===== src/rtl/hm10_alert_tx.sv =====
// Alert transmitter: reports every level change on N_CH alarm inputs to an HM-10 as "AL<ch><lvl>\r\n" over 8N1 UART.
// Pending channels are served round-robin. An optional periodic resend re-reports the channels that are still active.
module hm10_alert_tx #(
   parameter int CLOCK_FREQ    = 50_000_000,
   parameter int BAUD          = 9600,
   parameter int N_CH          = 4,
   parameter int REPEAT_CYCLES = 0
) (
   input  logic            clk,
   input  logic            rst,
   input  logic [N_CH-1:0] trigger,
   output logic            tx,
   output logic            busy,
   output logic            done,
   output logic [2:0]      done_ch
);

   localparam int DIV = CLOCK_FREQ / BAUD;
   localparam int CW  = $clog2(DIV + 1);

   typedef enum logic [1:0] {IDLE, START, DATA, STOP} state_t;
   state_t r_state, w_state_nxt;

   logic [N_CH-1:0] r_meta, r_sync, r_prev, r_pend, w_set, w_clr;
   logic [CW-1:0]   r_cnt;
   logic [2:0]      r_bit, r_byte, r_ch, r_last, r_done_ch, w_sel;
   logic            r_lvl, r_tx, r_done;
   logic            w_any, w_load, w_fin, w_bit_end, w_wrap, w_tx_nxt;
   logic [7:0]      w_byte, w_sync_pad, w_pend_pad;

   generate
      if (REPEAT_CYCLES > 0) begin : g_rep
         logic [31:0] r_rep;
         always_ff @(posedge clk or posedge rst) begin
            if (rst)
               r_rep <= '0;
            else if (r_rep == 32'(REPEAT_CYCLES - 1))
               r_rep <= '0;
            else
               r_rep <= r_rep + 32'd1;
         end
         assign w_wrap = (r_rep == 32'(REPEAT_CYCLES - 1));
      end else begin : g_norep
         assign w_wrap = 1'b0;
      end
   endgenerate

   // A new edge in the same cycle as the load keeps the channel pending.
   assign w_set = (r_sync ^ r_prev) | (w_wrap ? r_sync : '0);

   always_ff @(posedge clk or posedge rst) begin
      if (rst) begin
         r_meta <= '0;
         r_sync <= '0;
         r_prev <= '0;
         r_pend <= '0;
      end else begin
         r_meta <= trigger;
         r_sync <= r_meta;
         r_prev <= r_sync;
         r_pend <= (r_pend & ~w_clr) | w_set;
      end
   end

   // Walking the search backwards leaves the channel closest after r_last selected.
   always_comb begin
      w_sync_pad             = '0;
      w_sync_pad[N_CH-1:0]   = r_sync;
      w_pend_pad             = '0;
      w_pend_pad[N_CH-1:0]   = r_pend;
      w_any                  = |r_pend;
      w_sel                  = '0;
      for (int k = N_CH; k >= 1; k--) begin
         if (w_pend_pad[3'((int'(r_last) + k) % N_CH)])
            w_sel = 3'((int'(r_last) + k) % N_CH);
      end
   end

   always_comb begin
      w_clr = '0;
      for (int i = 0; i < N_CH; i++)
         w_clr[i] = w_load && (w_sel == 3'(i));
   end

   always_comb begin
      case (r_byte)
         3'd0:    w_byte = 8'h41;
         3'd1:    w_byte = 8'h4C;
         3'd2:    w_byte = 8'h30 + {5'b0, r_ch};
         3'd3:    w_byte = 8'h30 + {7'b0, r_lvl};
         3'd4:    w_byte = 8'h0D;
         default: w_byte = 8'h0A;
      endcase
   end

   assign w_bit_end = (r_cnt == CW'(DIV - 1));

   // tx is registered from the value the line carries in the next state.
   always_comb begin
      w_state_nxt = r_state;
      w_load      = 1'b0;
      w_fin       = 1'b0;
      w_tx_nxt    = 1'b1;
      case (r_state)
         IDLE: begin
            if (w_any) begin
               w_load      = 1'b1;
               w_state_nxt = START;
               w_tx_nxt    = 1'b0;
            end
         end
         START: begin
            if (w_bit_end) begin
               w_state_nxt = DATA;
               w_tx_nxt    = w_byte[0];
            end else begin
               w_tx_nxt    = 1'b0;
            end
         end
         DATA: begin
            if (w_bit_end && r_bit == 3'd7)
               w_state_nxt = STOP;
            else if (w_bit_end)
               w_tx_nxt = w_byte[r_bit + 3'd1];
            else
               w_tx_nxt = w_byte[r_bit];
         end
         STOP: begin
            if (w_bit_end) begin
               if (r_byte == 3'd5) begin
                  w_state_nxt = IDLE;
                  w_fin       = 1'b1;
               end else begin
                  w_state_nxt = START;
                  w_tx_nxt    = 1'b0;
               end
            end
         end
         default: ;
      endcase
   end

   always_ff @(posedge clk or posedge rst) begin
      if (rst) begin
         r_state   <= IDLE;
         r_cnt     <= '0;
         r_bit     <= '0;
         r_byte    <= '0;
         r_ch      <= '0;
         r_lvl     <= 1'b0;
         r_last    <= 3'(N_CH - 1);
         r_tx      <= 1'b1;
         r_done    <= 1'b0;
         r_done_ch <= '0;
      end else begin
         r_state <= w_state_nxt;
         r_tx    <= w_tx_nxt;
         r_done  <= w_fin;
         if (w_fin)
            r_done_ch <= r_ch;
         if (r_state == IDLE || w_bit_end)
            r_cnt <= '0;
         else
            r_cnt <= r_cnt + CW'(1);
         if (w_load) begin
            r_ch   <= w_sel;
            r_lvl  <= w_sync_pad[w_sel];
            r_last <= w_sel;
            r_byte <= '0;
            r_bit  <= '0;
         end else begin
            if (r_state == DATA && w_bit_end)
               r_bit <= r_bit + 3'd1;
            if (r_state == STOP && w_bit_end && r_byte != 3'd5)
               r_byte <= r_byte + 3'd1;
         end
      end
   end

   assign tx      = r_tx;
   assign busy    = (r_state != IDLE);
   assign done    = r_done;
   assign done_ch = r_done_ch;

endmodule


===== config.mk =====
export PLATFORM = sky130hd
export DESIGN_NAME = hm10_alert_tx
export DESIGN_NICKNAME = d
export VERILOG_FILES = /design/src/rtl/hm10_alert_tx.sv
export SDC_FILE = /design/constraint.sdc
export NUM_CORES = 1
export LEC_CHECK = 0
export CAP_MARGIN = 20
export CORE_ASPECT_RATIO = 0.5
export CORE_MARGIN = 4
export CORE_UTILIZATION = 60
export DETAILED_ROUTE_END_ITERATION = 6
export GPL_TIMING_DRIVEN = 0
export PLACE_DENSITY = 0.88
export SLEW_MARGIN = 25
export SYNTH_ARGS = -nofsm -noshare
export SYNTH_HDL_FRONTEND = slang
export SYNTH_SLANG_ARGS = --single-unit

===== constraint.sdc =====
create_clock -name clk -period 4.7 [get_ports clk]
set_input_delay 0.705 -clock clk [delete_from_list [all_inputs] [get_ports clk]]
set_output_delay 0.705 -clock clk [all_outputs]
set_load 0.005 [all_outputs]

# After elaboration in Yosys (flattened, before gate mapping)
# Cells that the tools add are included.
# totals
inputBits	6
word_cells	122
output_inout_bits	6
ff_bits	48
# classes
n_reduce_logical	21
n_mux	45
n_addsub	9
bitwise	8
order_cmp	7
eq_ne	18
# op_table
operator	count
case mux 7 bit (5 select lines)	1
two-way mux 3 bit	8
two-way mux 1 bit	22
binary-select mux 1 bit (select 3 bit)	7
less-than comparator 3 x 5 -> 1 bit, second input constant	4
adder 13 x 1 -> 13 bit, second input constant	1
== test 13 bit, second input constant	1
two-way mux 13 bit	1
== test 3 x 2 -> 1 bit, second input constant	4
less-than comparator 3 x 4 -> 1 bit, second input constant	3
== test 3 bit, second input constant	3
logical AND 1 bit	8
two-way mux 2 bit	4
inequality test 2 bit, second input constant	4
case mux 2 bit (4 select lines)	1
OR reduction 2 bit	4
adder 6 x 1 -> 7 bit, first input constant	1
adder 6 x 3 -> 7 bit, first input constant	1
adder 3 x 1 -> 3 bit, second input constant	2
== test 3 x 1 -> 1 bit, second input constant	2
zero test 3 bit	2
nonzero test 2 bit	3
adder 2 x 1 -> 2 bit, second input constant	2
adder 2 bit, second input constant	2
13 further kinds	17

# Longest topological paths before layout
# logic_depth
ltp_word	15
mapped_depth	8
mapped_depth_nobuf	7

# Worst setup path before layout
# No wires, ideal clock.
# synth_path
path_kind	register to register
startpoint	register r_byte[0]
endpoint	register r_tx, in the netlist tx
path_buffers	0
t_arrival_ps	1829
slack_ps	2780
path_stages_with_launch	8
cell_sequence	dfrtp_1 -> inv_1 -> ha_1 -> or2_2 -> o32a_1 -> a311oi_1 -> a21oi_1 -> o31ai_1
# synth_via
elab_chain_len	7
elab_cells_between_ends	17
cone_classes	eq/ne (5); mux (11); reduce/logical (1)
# synth_rtl
item	line_no	rtl
from (decl)	26	logic [2:0] r_bit, r_byte, r_ch, r_last, r_done_ch, w_sel;
from (signal assigned)	175	r_byte <= r_byte + 3'd1;
== test 3 bit, or another cell as far along	86	case (r_byte)
case mux 7 bit (5 select lines)	86	
binary-select mux 1 bit (select 3 bit), on equally long branches	126, 124	
two-way mux 1 bit, on equally long branches	126, 124	
two-way mux 1 bit	123	else if (w_bit_end)
two-way mux 1 bit	121	if (w_bit_end && r_bit == 3'd7)
case mux 1 bit (4 select lines) *	104	case (r_state)
via w_tx_nxt	28	logic w_any, w_load, w_fin, w_bit_end, w_wrap, w_tx_nxt;
to (signal assigned)	157	r_tx <= w_tx_nxt;
to (decl)	27	logic r_lvl, r_tx, r_done;
# The timed path passes the listed nets; every way through them passes the cells marked *. The select of a mux whose other input is x is not followed.
# A chain may end at the register's enable or synchronous reset.

# Worst setup path in the final report
# layout_path
startpoint	register r_state[0]
endpoint	output port busy
# layout_via
elab_chain_len	1
# layout_rtl
item	line_no	rtl
from (decl)	22	state_t r_state, w_state_nxt;
from (signal assigned)	156	r_state <= w_state_nxt;
nonzero test 2 bit	181	assign busy = (r_state != IDLE);
to (decl)	13	output logic busy,
# Every way passes these cells.

==> impl_metrics.tcl <==
set metrics [dict create \
    drive_above_1_share_pct 12.03 \
    p_leak_nw 1.126 \
    skew_ns 0.006140 \
    synth-edff-count 0 \
    final_cell_area_sq_um 2595 \
    drt-initial-drc-count 79 \
    num_vias 1693 \
    p_total_w 0.001206 \
    r2r_start "r_byte[1]" \
    post_drt_wl_per_cell_um 15.08 \
    cp-endpoint "busy" \
    drt_first_pass_iters 4 \
    clk_pin_slew_worst_paths_ns 0.10 \
    cts_tree "done" \
    hp-class "register to register" \
    slew_violations 0 \
    hpwlAfterDp_um 3150 \
    fin_tns_setup_ns 0 \
    required_ns 3.99 \
    yosysMostFrequentCell "dfrtp_1" \
    p_clk_share_pct 21.1 \
    cts_num_sinks 46 \
    dp.cells 284 \
    drc 0 \
    wl_um 4403 \
    rows 15 \
    critPathLaunchType "register" \
    initial_core_util_pct 64.98 \
    grt_overflow 0 \
    tightest_slew_ns 0.6231 \
    ys_seq_elements 46 \
    hold_violations 0 \
    met2_usage_pct 30.26 \
    dieWidth_um 95.89 \
    setup_viol 0 \
    finalCriticalPeriod_ns 2.563 \
    r2r_setup_slack_ns 2.45 \
    fin_cells 292 \
    p_int_w 0.0007744 \
    post_cts_buffers 0 \
    cp.buffers_inverters 3 \
    seqPwrFrac_pct 45.6 \
    setup_ws_ns 2.137 \
    synth_warnings 0 \
    io_pins 12 \
    clockBufferDepth 2 \
    ys_async_sr_fraction_pct 100.0 \
    io_buffers 10 \
    dieArea_sq_um 4981 \
    gp_congestion 0.8323 \
    synth.area.top_cells "dfrtp_1 46%, ha_1 6.5%, xnor2_1 4.2%, nand2_1 4.0%, nor2_1 3.9%" \
    syn_avg_cell_area_sq_um 10.44 \
    reg2reg_to "tx" \
    critPathKind "register to output pin" \
    grt_pass1_vias 1635 \
    grt_most_used_layer "met2" \
    post-place-ws_ns 2.480 \
    cts_root_buffer "clkbuf_8" \
    cp-end-kind "output pin" \
    grt_pass1_wl_um 7348 \
    maxCapViolCount 0 \
    rsz0062_at_grt "false" \
    synth_cell_type_count 51 \
    relSlewSlack_pct 57.87 \
    synth_area_sq_um 2317 \
    routed_via_density 5.798 \
    insertion_delay_ns 0.30 \
    cts.repair.resized 0 \
    grt_start_max_net_pins 34 \
    fillers 249 \
    status "completed" \
    ys_seq_area_share_pct 49.84 \
    timing.final.crit_share_pct 54.53 \
    fp.coreArea_sq_um 3566 \
    fmax_mhz 390.2 \
    diodes 0 \
    crit_path_start "r_state[0]" \
    synthTopCellsByCount "43 x dfrtp_1, 25 x nand2_1, 24 x nor2_1, 12 x ha_1, 12 x inv_1" \
    vdd_drop_max_mv 0.2557 \
    die_y_um 51.95 \
    grtUsageMet1_pct 27.02 \
    numCtsBuffers 5 \
    p_comb_share_pct 33.4 \
    worstPathCellList "inv_1, ha_1, inv_1, clkdlybuf4s50_1" \
    cp_common_cell "inv_1" \
    placed_area_sq_um 2501 \
    h-tree-depth 2 \
    track_usage_pct 19.55 \
    nNetsFinal 258 \
    grt_antenna_before_repair 0 \
    syn_nets 240 \
    cp.arrival_ns 1.86 \
    slowest_delay_ns 0.53 \
    r2r_cells 7 \
    synth.largest_area_cell "dfrtp_1" \
    ant_nets 0 \
    cp_max_fo 8 \
    syn_inst 222 \
    powerDensity_nw_per_um2 464.6 \
    synth.top_cell.area_share_pct 46.44 \
    area_delta_synth_final_pct 11.99 \
    swShare_pct 35.78 \
    synth_flop_cell "dfrtp_1" \
    cp_num_cells 4 \
    grtUsageMet3_pct 5.202 \
    slowest_stage "clkdlybuf4s50_1" \
    cts_hold_buf 0 \
    cp_top_family "buffers and inverters" \
    switching_power_w 0.0004313 \
]
[power by group through the flow]
stage	clock network, W	logic, W	registers, W
2_1_floorplan	0	0.000303	0.000536
3_5_place_dp	0	0.000398	0.000555
3_3_place_gp	0	0.000376	0.000548
5_1_grt	0.000274	0.000444	0.000560
4_1_cts	0.000258	0.000402	0.000548
6_report	0.000254	0.000402	0.000550
[registers in the layout, summed over array words and instances (netlist names), 3 cells and up]
register and flops:
r_prev 4, r_byte 3, r_cnt 13, r_meta 4, r_sync 4, r_bit 3, r_pend 4
[cells in the final DEF (no fill, tap or decap), drive strengths merged, types with 6 or more instances in the layout]
| cell | instances |
|---|---|
| nor2 | 25 |
| xnor2 | 11 |
| o21ai | 6 |
| a21oi | 9 |
| nand2 | 25 |
| nand3 | 8 |
| inv | 13 |
| clkdlybuf4s50 | 10 |
| clkbuf | 6 |
| dfrtp | 43 |
| ha | 12 |
[metal layers]
metal | share of wire [%] | up-vias
li1 | - | 807
met1 | 45 | 831
met2 | 48 | 53
met3 | 6.5 | 2
met4 | 0.25 | 0
met5 | 0 | -
[worst min-delay path by stage]
stage	from	cells past startpoint	slack, ns	endpoint
after floorplan	r_meta[0]	0	0.33	r_sync[0]
after global placement	r_meta[3]	0	0.33	r_sync[3]
after detailed placement	r_meta[1]	0	0.34	r_sync[1]
after CTS	r_meta[1]	0	0.36	r_sync[1]
after global routing	r_meta[1]	0	0.36	r_sync[1]
final	r_meta[1]	0	0.36	r_sync[1]
[cell families (layout without fill, tap and decap cells)]
group | count (synthesis) | after routing | synth area share, %
adders and majority gates | 12 | 12 | 6.479
buffers and inverters | 16 | 35 | 2.969
and+or+nand+nor | 87 | 87 | 18.84
DFF | 46 | 46 | 49.84
xor gates and xnor gates | 16 | 16 | 6.047
AOI/OAI and AO/OA | 37 | 37 | 11.56
other | 1 | 1 | 0.1618
muxes | 7 | 7 | 4.104
[final cells by class]
| type | count | area, sq um | share of cell area [%] |
|---|---|---|---|
| clock buffers | 5 | 68.82 | 2.652 |
| multi-input cells | 160 | 1094 | 42.14 |
| inverters | 12 | 45.04 | 1.736 |
| plain buffers | 4 | 23.77 | 0.9161 |
| well taps | 51 | 63.81 | 2.459 |
| repair buffers | 11 | 120.1 | 4.629 |
| clock inverters | 3 | 25.02 | 0.9643 |
| flip-flops and latches | 46 | 1155 | 44.50 |
[through the flow]
stage	util [%]	hold WS [ns]
after floorplan	-	0.3312
after global placement	69.58	0.3316
after detailed placement	70.14	0.3373
after CTS	72.77	0.3590
after global routing	72.77	0.3641
final	72.77	0.3558
Note: power is estimated with default switching activity, not from simulation.
==> patch 1: new RTL, same flow settings <==
Encoding of `state_t`: now Gray code (2 bits for 4 states).
--- a/src/rtl/hm10_alert_tx.sv
+++ b/src/rtl/hm10_alert_tx.sv
@@ -18,7 +18,7 @@
    localparam int DIV = CLOCK_FREQ / BAUD;
    localparam int CW  = $clog2(DIV + 1);
 
-   typedef enum logic [1:0] {IDLE, START, DATA, STOP} state_t;
+   typedef enum logic [1:0] {IDLE = 2'b00, START = 2'b01, DATA = 2'b11, STOP = 2'b10} state_t;
    state_t r_state, w_state_nxt;
 
    logic [N_CH-1:0] r_meta, r_sync, r_prev, r_pend, w_set, w_clr;
Check against the original RTL: same outputs for any inputs over 10 cycles, from zero or initial values and one cycle with rst high; not proved beyond that.
==> patch 1 against the original RTL <==
Clock skew down 0.00084 ns. Sequential cell count unchanged. Non-clock buffer count is 1 higher. Wire length shrank 1.6%. Area after synthesis is 2.3% lower. Setup slack improved by 0.033 ns. Design area is 2.4% lower. Final cell count decreased by 1.7%.
Power is not compared: it rests on default switching activity, and its combinational part moved more than twofold at a synthesized area within 25%.
==> patch 1: results (changes against the original RTL) <==
PortBufs 10 (unchanged); largest cells by area after synthesis dfrtp_1 (48%), nor2_1 (4.6%), ha_1 (4.4%); post-synthesis xor/xnor area fraction 6.191% (+0.14 points); Synth Area in Adders 4.422% (-2.1 points); DRT met1 WL 1936 um (-2.4%); CTS H-tree depth 2 (unchanged); Reg clk slew, reported paths 0.08 ns (-0.02 ns); largest net degree at the start of global routing 30 (-12%); nets 249 (-3.5%); filler instances 261 (+4.8%); WL/cell 15.10 um (+0.15%); reg2reg setup slack 2.43 ns (-0.02 ns); sequential area share after synthesis 51.02% (+1.2 points); detailed-router iteration count before antenna repair 5 (+1); YS warnings 0 (unchanged); Met2 Wirelength 2093 um (-1.3%); measured slew at the worst slew-check pin 0.6619 ns (+0.03881 ns); top_reg_cell synth dfrtp_1; GPL Wtd Cong 0.8771 (+5.4%); compound-gate portion of the synthesized area 9.563% (-2.0 points); WL met3 247 um (-14%); share of post-route cells with drive strength above 1 9.746% (-2.3 points); Worst Hold Slack 0.3572 ns (+0.001326 ns); dpl ws 2.474 ns (-0.006330 ns); mux share of post-synthesis cell area 3.372% (-0.73 points); CP arrival 1.82 ns (-0.04 ns); first-pass GRT wire length 7886 um (+7.3%); status finished, final reports clean; via count 1668 (-1.5%); Setup Skew 0.005301 ns (-0.0008394 ns); list of most frequent post-synthesis cells dfrtp_1 (43), nor2_1 (28), nand2_1 (17), nand3_1 (14), o21ai_0 (10); Syn Nets 231 (-3.8%); GRT Util Overall 21.18% (+1.6 points)
==> patch 1: cell types whose count changed in the layout (fill, tap and decap cells not counted), sizes merged, moves of 4 or more <==
cell | before | now
nand2 | 25 | 18
nand3 | 8 | 14
a21oi | 9 | 4
a21o | 0 | 4
ha | 12 | 8
inv | 13 | 9
o21ai | 6 | 10
==> patch 1: metal layers <==
layer | GRT usage (%) | up-vias
met2 | 35.24 | 55
met4 | 7.656 | 0
li1 | - | 792
met5 | 0 | -
met1 | 26.28 | 813
met3 | 6.618 | 8
==> patch 1: report_power, final <==
group | total, W | internal [W] | switching, W
combinational | 0.000133 | 0.0000667 | 0.0000663
clock | 0.000239 | 0.000105 | 0.000134
sequential | 0.000498 | 0.000446 | 0.0000520
==> patch 1: layout make-up <==
cell class,instances,area [um2],area share [%]
plain buffers,5,23.77,0.9383
inverters,9,33.78,1.333
clock buffers,6,72.57,2.864
multi-input cells,157,1051,41.48
clock inverters,2,13.76,0.5432
well taps,51,63.81,2.519
repair buffers,11,120.1,4.741
flip-flops and latches,46,1155,45.58
==> patch 1: worst max path at each step <==
stage	start	depth (start not counted)	slack [ns]	end
after floorplan	r_cnt[9]	5	2.67	done_ch[0]
after global placement	rst	2	2.10	r_byte[2]
after detailed placement	r_byte[1]	7	2.47	tx
after CTS	r_state[1]	4	2.19	busy
after global routing	r_state[1]	4	2.08	busy
final	r_state[1]	4	2.17	busy
==> patch 1: stage by stage <==
stage / std cells / cell area [um2]
after detailed placement: 279 / 2447
after CTS: 287 / 2534
after global placement: 278 / 2427
after global routing: 287 / 2534
after floorplan: 217 / 2263
final: 287 / 2534
==> patch 1: critical path: stages, from the launching register on <==
cell and delay (ns):
dfrtp_1 0.36, clkbuf_1 0.20, nor2_1 0.33, inv_1 0.16, clkdlybuf4s50_1 0.48
==> patch 2: new RTL, config.mk and constraints unchanged <==
Made on the original files. The parameter `N_CH` goes from 4 to 6.
--- a/src/rtl/hm10_alert_tx.sv
+++ b/src/rtl/hm10_alert_tx.sv
@@ -3,7 +3,7 @@
 module hm10_alert_tx #(
    parameter int CLOCK_FREQ    = 50_000_000,
    parameter int BAUD          = 9600,
-   parameter int N_CH          = 4,
+   parameter int N_CH          = 6,
    parameter int REPEAT_CYCLES = 0
 ) (
    input  logic            clk,
Interface: changed (resized trigger); port bits go from 12 to 14. No check against the original RTL was run, so the function may have changed too.
==> patch 2 against the original RTL <==
Synthesized cell count rose by 64%. Wire length rose by 86%. Via count rose by 74%. Global-route usage rose by 2.3 points. Area after synthesis rose by 57%. Design area rose by 56%. Setup slack got worse by 1.9 ns. Total power rose to 2.5 times the old value. Combinational power rose to 4.9 times the old value. Sequential share of layout area fell by 9.7 points. Clock power rose by 43%. First-iteration DRC count rose to 4.2 times the old value. Worst hold slack got worse by 0.0080 ns. Highest routed layer unchanged. Sequential cell count rose by 10.
==> patch 2: results (changes against the original RTL) <==
mux share of post-synthesis cell area 9.749% (+5.6 points); CTS Root Cell clkbuf_16; met1 usage 26.79% (-0.24 points); filler instances 379 (+52%); CP arrival 4.68 ns (+2.82 ns); detailed-router iteration count before antenna repair 5 (+1); largest delay contributor family on the critical path compound AO/OA/AOI/OAI gates; placed insts 451 (+59%); sequential area share after synthesis 38.55% (-11 points); unique cell type count in the Yosys netlist 72 (+41%); nets 416 (+61%); Slew Limit Headroom 56.98% (-0.89 points); Mapped Avg Cell Area 9.986 um2 (-4.3%); largest net degree at the start of global routing 57 (+68%); first-pass GRT wire length 13460 um (+83%); final std cells w/o fill 460 (+58%); WL met3 451 um (+58%); status finished, final reports clean; routed wire length 8210 um (+86%); peak supply drop 0.3683 mV (+44%); largest cells by area after synthesis dfrtp_1 (36%), ha_1 (7.6%), nor2_1 (4.0%); Met2 Wirelength 4209 um (+98%); P_seq 0.000696 W (+27%); via count 2948 (+74%); post-synthesis xor/xnor area fraction 5.527% (-0.52 points); DR iter-0 viols 333 (+320%); Sw Pwr 0.001412 W (+230%); DRT met1 WL 3424 um (+73%); GRT Util Overall 21.84% (+2.3 points); global-route track usage on met2 40.09% (+9.8 points); sequential power share 23.1% (-23 points); critical path fanouts, max 10 (+2); share of post-route cells with drive strength above 1 13.44% (+1.4 points); Reg clk slew, reported paths 0.06 ns (-0.04 ns); Syn Nets 395 (+65%); DP Area 3869 um2 (+55%); CP max-delay cell dfstp_2; PortBufs 13 (+3); compound-gate portion of the synthesized area 16.89% (+5.3 points); list of most frequent post-synthesis cells dfrtp_1 (53), nor2_1 (39), nand2_1 (32), ha_1 (22), inv_1 (19); Synth Area in Adders 7.552% (+1.1 points); P_leak 1.709 nW (+52%); DP HPWL 5712 um (+81%); met3 usage 3.038% (-2.2 points); # diodes 0 (unchanged); GPL Wtd Cong 0.9114 (+9.5%); clock network power share 12.0% (-9.1 points); Setup Skew 0.003886 ns (-0.002254 ns); crit-path max cell delay 0.61 ns (+0.08 ns); HP Class reg -> reg
patch 2: area by class of cell:
cell class | instances | area (um2) | area share (%)
multi-input cells | 274 | 2093 | 51.84
flip-flops and latches | 56 | 1405 | 34.80
clock buffers | 8 | 146.4 | 3.626
repair buffers | 14 | 137.6 | 3.409
well taps | 73 | 91.34 | 2.262
plain buffers | 14 | 82.58 | 2.045
inverters | 21 | 81.33 | 2.014
patch 2: final timing paths:
check | start | endpoint | slack, ns | cells past startpoint
max | r_last[0] | r_lvl | 0.19 | 18
min | r_meta[3] | r_sync[3] | 0.35 | 0
max reg2reg | r_last[0] | r_lvl | 0.19 | 18
min reg2reg | r_meta[3] | r_sync[3] | 0.35 | 0
max in group asynchronous | rst | r_prev[5] | 3.41 | 2
min in group asynchronous | rst | r_meta[1] | 0.87 | 2
